**config.mk**
```make
export PLATFORM = sky130hd
export DESIGN_NAME = div_req_sequencer
export DESIGN_NICKNAME = d
export VERILOG_FILES = /design/src/rtl/div_req_sequencer.sv
export SDC_FILE = /design/constraint.sdc
export NUM_CORES = 1
export LEC_CHECK = 0
export CORE_ASPECT_RATIO = 0.6
export CORE_MARGIN = 1
export CORE_UTILIZATION = 53
export CTS_BUF_LIST = sky130_fd_sc_hd__clkbuf_4 sky130_fd_sc_hd__clkbuf_8 sky130_fd_sc_hd__clkbuf_16
export DETAILED_ROUTE_END_ITERATION = 10
export GPL_TIMING_DRIVEN = 0
export PLACE_DENSITY = 0.89
export SKIP_CTS_REPAIR_TIMING = 1
export SYNTH_ARGS = -nofsm -noshare
export SYNTH_HDL_FRONTEND = slang
export SYNTH_SLANG_ARGS = --single-unit
```
**constraint.sdc**
```tcl
create_clock -name CLK -period 3.1 [get_ports CLK]
set_input_delay 0.775 -clock CLK [delete_from_list [all_inputs] [get_ports CLK]]
set_output_delay 0.775 -clock CLK [all_outputs]
set_load 0.01 [all_outputs]
```
**src/rtl/div_req_sequencer.sv**
```systemverilog
// div_req_sequencer: FIFO-buffered REQ/ACK issue stage for the iterative divider, with a watchdog on hung operations
module div_req_sequencer #(
    parameter int DEPTH   = 4,
    parameter int TIMEOUT = 64
) (
    input  logic                   CLK,
    input  logic                   RST,
    input  logic                   IN_VALID,
    output logic                   IN_READY,
    input  logic [15:0]            IN_A,
    input  logic [15:0]            IN_D,
    output logic                   DIV_REQ,
    output logic [15:0]            DIV_A,
    output logic [15:0]            DIV_D,
    input  logic                   DIV_ACK,
    input  logic                   DIV_FDBZ,
    input  logic [15:0]            DIV_Q,
    input  logic [15:0]            DIV_R,
    output logic                   OUT_VALID,
    input  logic                   OUT_READY,
    output logic [15:0]            OUT_Q,
    output logic [15:0]            OUT_R,
    output logic                   OUT_DBZ,
    output logic                   OUT_TO,
    output logic [$clog2(DEPTH):0] COUNT,
    output logic                   BUSY
);
    localparam int AW = $clog2(DEPTH);
    localparam int WW = $clog2(TIMEOUT + 1);
    typedef enum logic [1:0] {IDLE, ISSUE, RELEASE} state_t;
    state_t        state;
    logic [15:0]   mem_a [DEPTH];
    logic [15:0]   mem_d [DEPTH];
    logic [AW-1:0] wr_ptr, rd_ptr;
    logic [WW-1:0] wd;
    logic          push, pop, slot_free, ack_cap, to_cap;
    // DEPTH is a power of two, so COUNT < DEPTH is just the top bit being clear
    assign IN_READY  = !COUNT[AW];
    assign push      = IN_VALID && IN_READY;
    assign pop       = state == IDLE && COUNT != '0;
    assign slot_free = !OUT_VALID || OUT_READY;
    assign ack_cap   = state == ISSUE && DIV_ACK && slot_free;
    assign to_cap    = state == ISSUE && !DIV_ACK && wd == WW'(TIMEOUT) && slot_free;
    assign BUSY      = state != IDLE || COUNT != '0;
    always_ff @(posedge CLK) begin
        if (push) begin
            mem_a[wr_ptr] <= IN_A;
            mem_d[wr_ptr] <= IN_D;
        end
    end
    always_ff @(posedge CLK or posedge RST) begin
        if (RST) begin
            state     <= IDLE;
            wr_ptr    <= '0;
            rd_ptr    <= '0;
            COUNT     <= '0;
            wd        <= '0;
            DIV_REQ   <= 1'b0;
            DIV_A     <= '0;
            DIV_D     <= '0;
            OUT_VALID <= 1'b0;
            OUT_Q     <= '0;
            OUT_R     <= '0;
            OUT_DBZ   <= 1'b0;
            OUT_TO    <= 1'b0;
        end else begin
            if (push) wr_ptr <= wr_ptr + AW'(1);
            if (pop) rd_ptr <= rd_ptr + AW'(1);
            COUNT <= COUNT + (AW+1)'(push) - (AW+1)'(pop);
            if (OUT_READY) OUT_VALID <= 1'b0;
            case (state)
                IDLE: if (pop) begin
                    DIV_A   <= mem_a[rd_ptr];
                    DIV_D   <= mem_d[rd_ptr];
                    DIV_REQ <= 1'b1;
                    wd      <= '0;
                    state   <= ISSUE;
                end
                ISSUE: if (ack_cap || to_cap) begin
                    OUT_Q     <= ack_cap ? DIV_Q : '0;
                    OUT_R     <= ack_cap ? DIV_R : '0;
                    OUT_DBZ   <= ack_cap && DIV_FDBZ;
                    OUT_TO    <= to_cap;
                    OUT_VALID <= 1'b1;
                    DIV_REQ   <= 1'b0;
                    state     <= RELEASE;
                end else if (!DIV_ACK && wd != WW'(TIMEOUT)) begin
                    wd <= wd + WW'(1);
                end
                RELEASE: if (!DIV_ACK) state <= IDLE;
                default: state <= IDLE;
            endcase
        end
    end
endmodule
```
==> impl_metrics.env, run 1 <==
export IMPL_yosysSeqAreaShare_pct=69.80
export IMPL_clockBufferDepth=3
export IMPL_fmax_mhz=364.6
export IMPL_place_gp_congestion=0.8401
export IMPL_synthSimpleGateAreaFrac_pct=4.935
export IMPL_hold_viol=0
export IMPL_dr_total_vias=5195
export IMPL_syn_num_nets=602
export IMPL_tritoncts="yes"
export IMPL_diodes=0
export IMPL_worstSetupEndpointType="flop"
export IMPL_cap_violations=0
export IMPL_slowest_stage="dfrtp_1"
export IMPL_first_global_vias=5569
export IMPL_status="complete, but fails checks"
export IMPL_cts_made_buffers=20
export IMPL_ir_drop_mv=0.6319
export IMPL_finalCritPeriodShare_pct=88.46
export IMPL_crit_family="adder cells"
export IMPL_synthMuxAreaShare_pct=13.09
export IMPL_cts_clk_slew_worst_paths_ps=70
export IMPL_vias_per_cell=5.740
export IMPL_fin_nets=767
export IMPL_drtAntennaViolNets=0
export IMPL_power_density_nw_per_um2=986.6
export IMPL_cp_start_kind="flop"
export IMPL_synth_area_um2=8518
export IMPL_cp_cell_sequence="or3_4, nand2_2, inv_2, buf_6, buf_6, ha_1, inv_1, ha_1, inv_1, fa_1, xnor2_1, xnor2_1"
export IMPL_initial_core_util_pct=54.95
export IMPL_post_drt_wl_per_cell_um=19.95
export IMPL_post_dp_cell_area_um2=10230
export IMPL_path_buf_inv=5
export IMPL_drt_iter0_drc=468
export IMPL_violations="DRC"
export IMPL_cts_num_sinks=212
export IMPL_synthAdderAreaFrac_pct=1.410
export IMPL_max_slew_margin_pct=39.12
export IMPL_cp_slowest_stage_delay_ps=460
export IMPL_syn_to_final_growth_pct=28.07
export IMPL_period_minus_slack_ps=2742
export IMPL_grt_max_degree=57
export IMPL_hpwlAfterDp_um=11820
export IMPL_die_w_um=165.7
export IMPL_synth_compound_area_share_pct=6.390
export IMPL_power_leakage_nw=4.047
export IMPL_coreArea_um2=15500
export IMPL_hp_class="flop to flop"
export IMPL_syn_inst=523
export IMPL_antenna_found_initial=0
export IMPL_cts_max_level=1
export IMPL_path_max_fanout=10
export IMPL_yosysWarnings=0
export IMPL_synth_xor_area_share_pct=0.5141
export IMPL_clock_latency_ps=480
export IMPL_synth_top_family_by_area="multiplexers"
export IMPL_grt_overflow_total=0
export IMPL_ios=143
export IMPL_die_h_um=100.2
export IMPL_numPortBuffers=142
export IMPL_ys_types=44
export IMPL_crit_required_ps=3460
export IMPL_fin_area_um2=10910
export IMPL_grt_use_total_pct=22.60
export IMPL_reg2reg_slack_ps=360
export IMPL_die_area_um2=16600
export IMPL_routed_wl_um=18060
export IMPL_finalClockSkew_ps=12.69
export IMPL_drive_gt1_share_pct=17.09
export IMPL_post_place_ws_ps=75.15
export IMPL_rows=35
export IMPL_drv_slew=0
export IMPL_worstPathArrival_ps=3100
export IMPL_final_common_cell="clkdlybuf4s50_1"
export IMPL_timing_final_ws_setup_ps=357.6
export IMPL_root_buffer="clkbuf_16"
export IMPL_syn_avg_cell_area_um2=16.29
export IMPL_drc=16
export IMPL_ys_seq_elements=212
export IMPL_criticalPathCategory="flop to flop"
export IMPL_grt_pass1_wl_um=29150
export IMPL_setup_violations_final=0
export IMPL_worst_pin_slew_ps=913.2
export IMPL_final_cell_mix="clkdlybuf4s50_1, edfxtp_1, dfrtp_1"
export IMPL_rsz0062_at_grt="no"
export IMPL_first_pass_iters=8
## final timing paths
check,startpoint,endpoint,cells after the start
worst min-delay path,DIV_D[1]$_DFFE_PP0P_,DIV_D[1]$_DFFE_PP0P_,1
worst min register to register,DIV_D[1]$_DFFE_PP0P_,DIV_D[1]$_DFFE_PP0P_,1
min in group asynchronous,RST,DIV_D[1]$_DFFE_PP0P_,2
max in group asynchronous,RST,OUT_R[5]$_DFFE_PP0P_,3
worst max register to register,COUNT[1]$_DFF_PP0_,COUNT[2]$_DFF_PP0_,12
worst max-delay path,COUNT[1]$_DFF_PP0_,COUNT[2]$_DFF_PP0_,12
## area by class of cell
class	instances	area (um2)
Buffer	35	163.9
Clock buffer	28	578.1
Clock inverter	8	102.6
Fill cell	1004	4593
Inverter	44	167.7
Multi-Input combinational cell	232	2248
Sequential cell	212	5946
Tap cell	203	254.0
Timing Repair Buffer	143	1449
## synth_stat cells (all sizes together)
cell type,n,area [um2]
inv,44,165.2
a2bb2oi,2,17.52
nor2,2,7.510
nand4bb,1,11.26
o22a,1,8.760
and2b,1,7.510
and2,5,31.28
dfrtp,84,2102
mux2,34,394.1
a211o,1,8.760
nand4,34,212.7
or4,1,11.26
nand3,3,15.01
o21ai,37,185.2
a21oi,7,38.79
nor2b,3,18.77
edfxtp,128,3844
a21o,3,22.52
nand2b,2,12.51
a22oi,1,7.510
fa,1,20.02
o211ai,33,247.7
or3b,1,11.26
mux4,32,720.7
xnor2,5,43.79
buf,13,81.32
nor3,1,5.000
ha,8,100.1
or3,4,30.03
nand2,6,25.03
nor4,1,12.51
clkbuf,22,82.58
and4,1,8.760
o31ai,1,7.510
## metal layers
| metal | share of wire (%) | global-route usage [%] |
|---|---|---|
| met1 | 44 | 30.90 |
| met2 | 48 | 37.03 |
| met3 | 5.7 | 5.205 |
| met4 | 2.1 | 6.398 |
| met5 | 0 | 0 |
## power by group
group / internal [W] / leakage (nW) / switching (W)
logic: 0.00213 / 1.57 / 0.00193
clock network: 0.00148 / 0.337 / 0.00101
registers: 0.00380 / 2.14 / 0.000420
total: 0.00741 / 4.05 / 0.00336
## sequential cells by signal, indices dropped and copies added (netlist names)
register and cells:
DIV_D 16, COUNT 3, wr_ptr 2, OUT_R 16, OUT_VALID 1, mem_a 64
DIV_A 16, OUT_DBZ 1, OUT_TO 1, wd 7, state 2, DIV_REQ 1
rd_ptr 2, mem_d 64, OUT_Q 16
## cell families (layout without fill, tap and decap cells)
logic type	after synthesis	after routing
buffers and inverters	79	258
muxes	66	66
and+or+nand+nor	66	66
DFF	212	212
xor gates and xnor gates	5	5
AOI/OAI and AO/OA	86	86
adders and majority gates	9	9
## stage by stage
stage / power [W] / utilization [%] / setup TNS [ps] / instances / hold WS, ps
floorplan: 0.006556 / - / 0 / 523 / 513.3
global placement: 0.008078 / 65.75 / -148490 / 868 / 468.5
detailed placement: 0.008292 / 65.98 / 0 / 869 / 475.1
CTS: 0.01084 / 70.37 / 0 / 905 / 489.3
global route: 0.01133 / 70.37 / 0 / 905 / 501.3
finish: 0.01076 / 70.37 / 0 / 905 / 485.3
No activity file was read; power rests on OpenSTA's default activity.
==> run 2: changes to the inputs <==
SKIP_LAST_GASP = 1   (was not set)
==> results of run 2 <==
Final layout, timing and power as in run 1 (identical DEF).
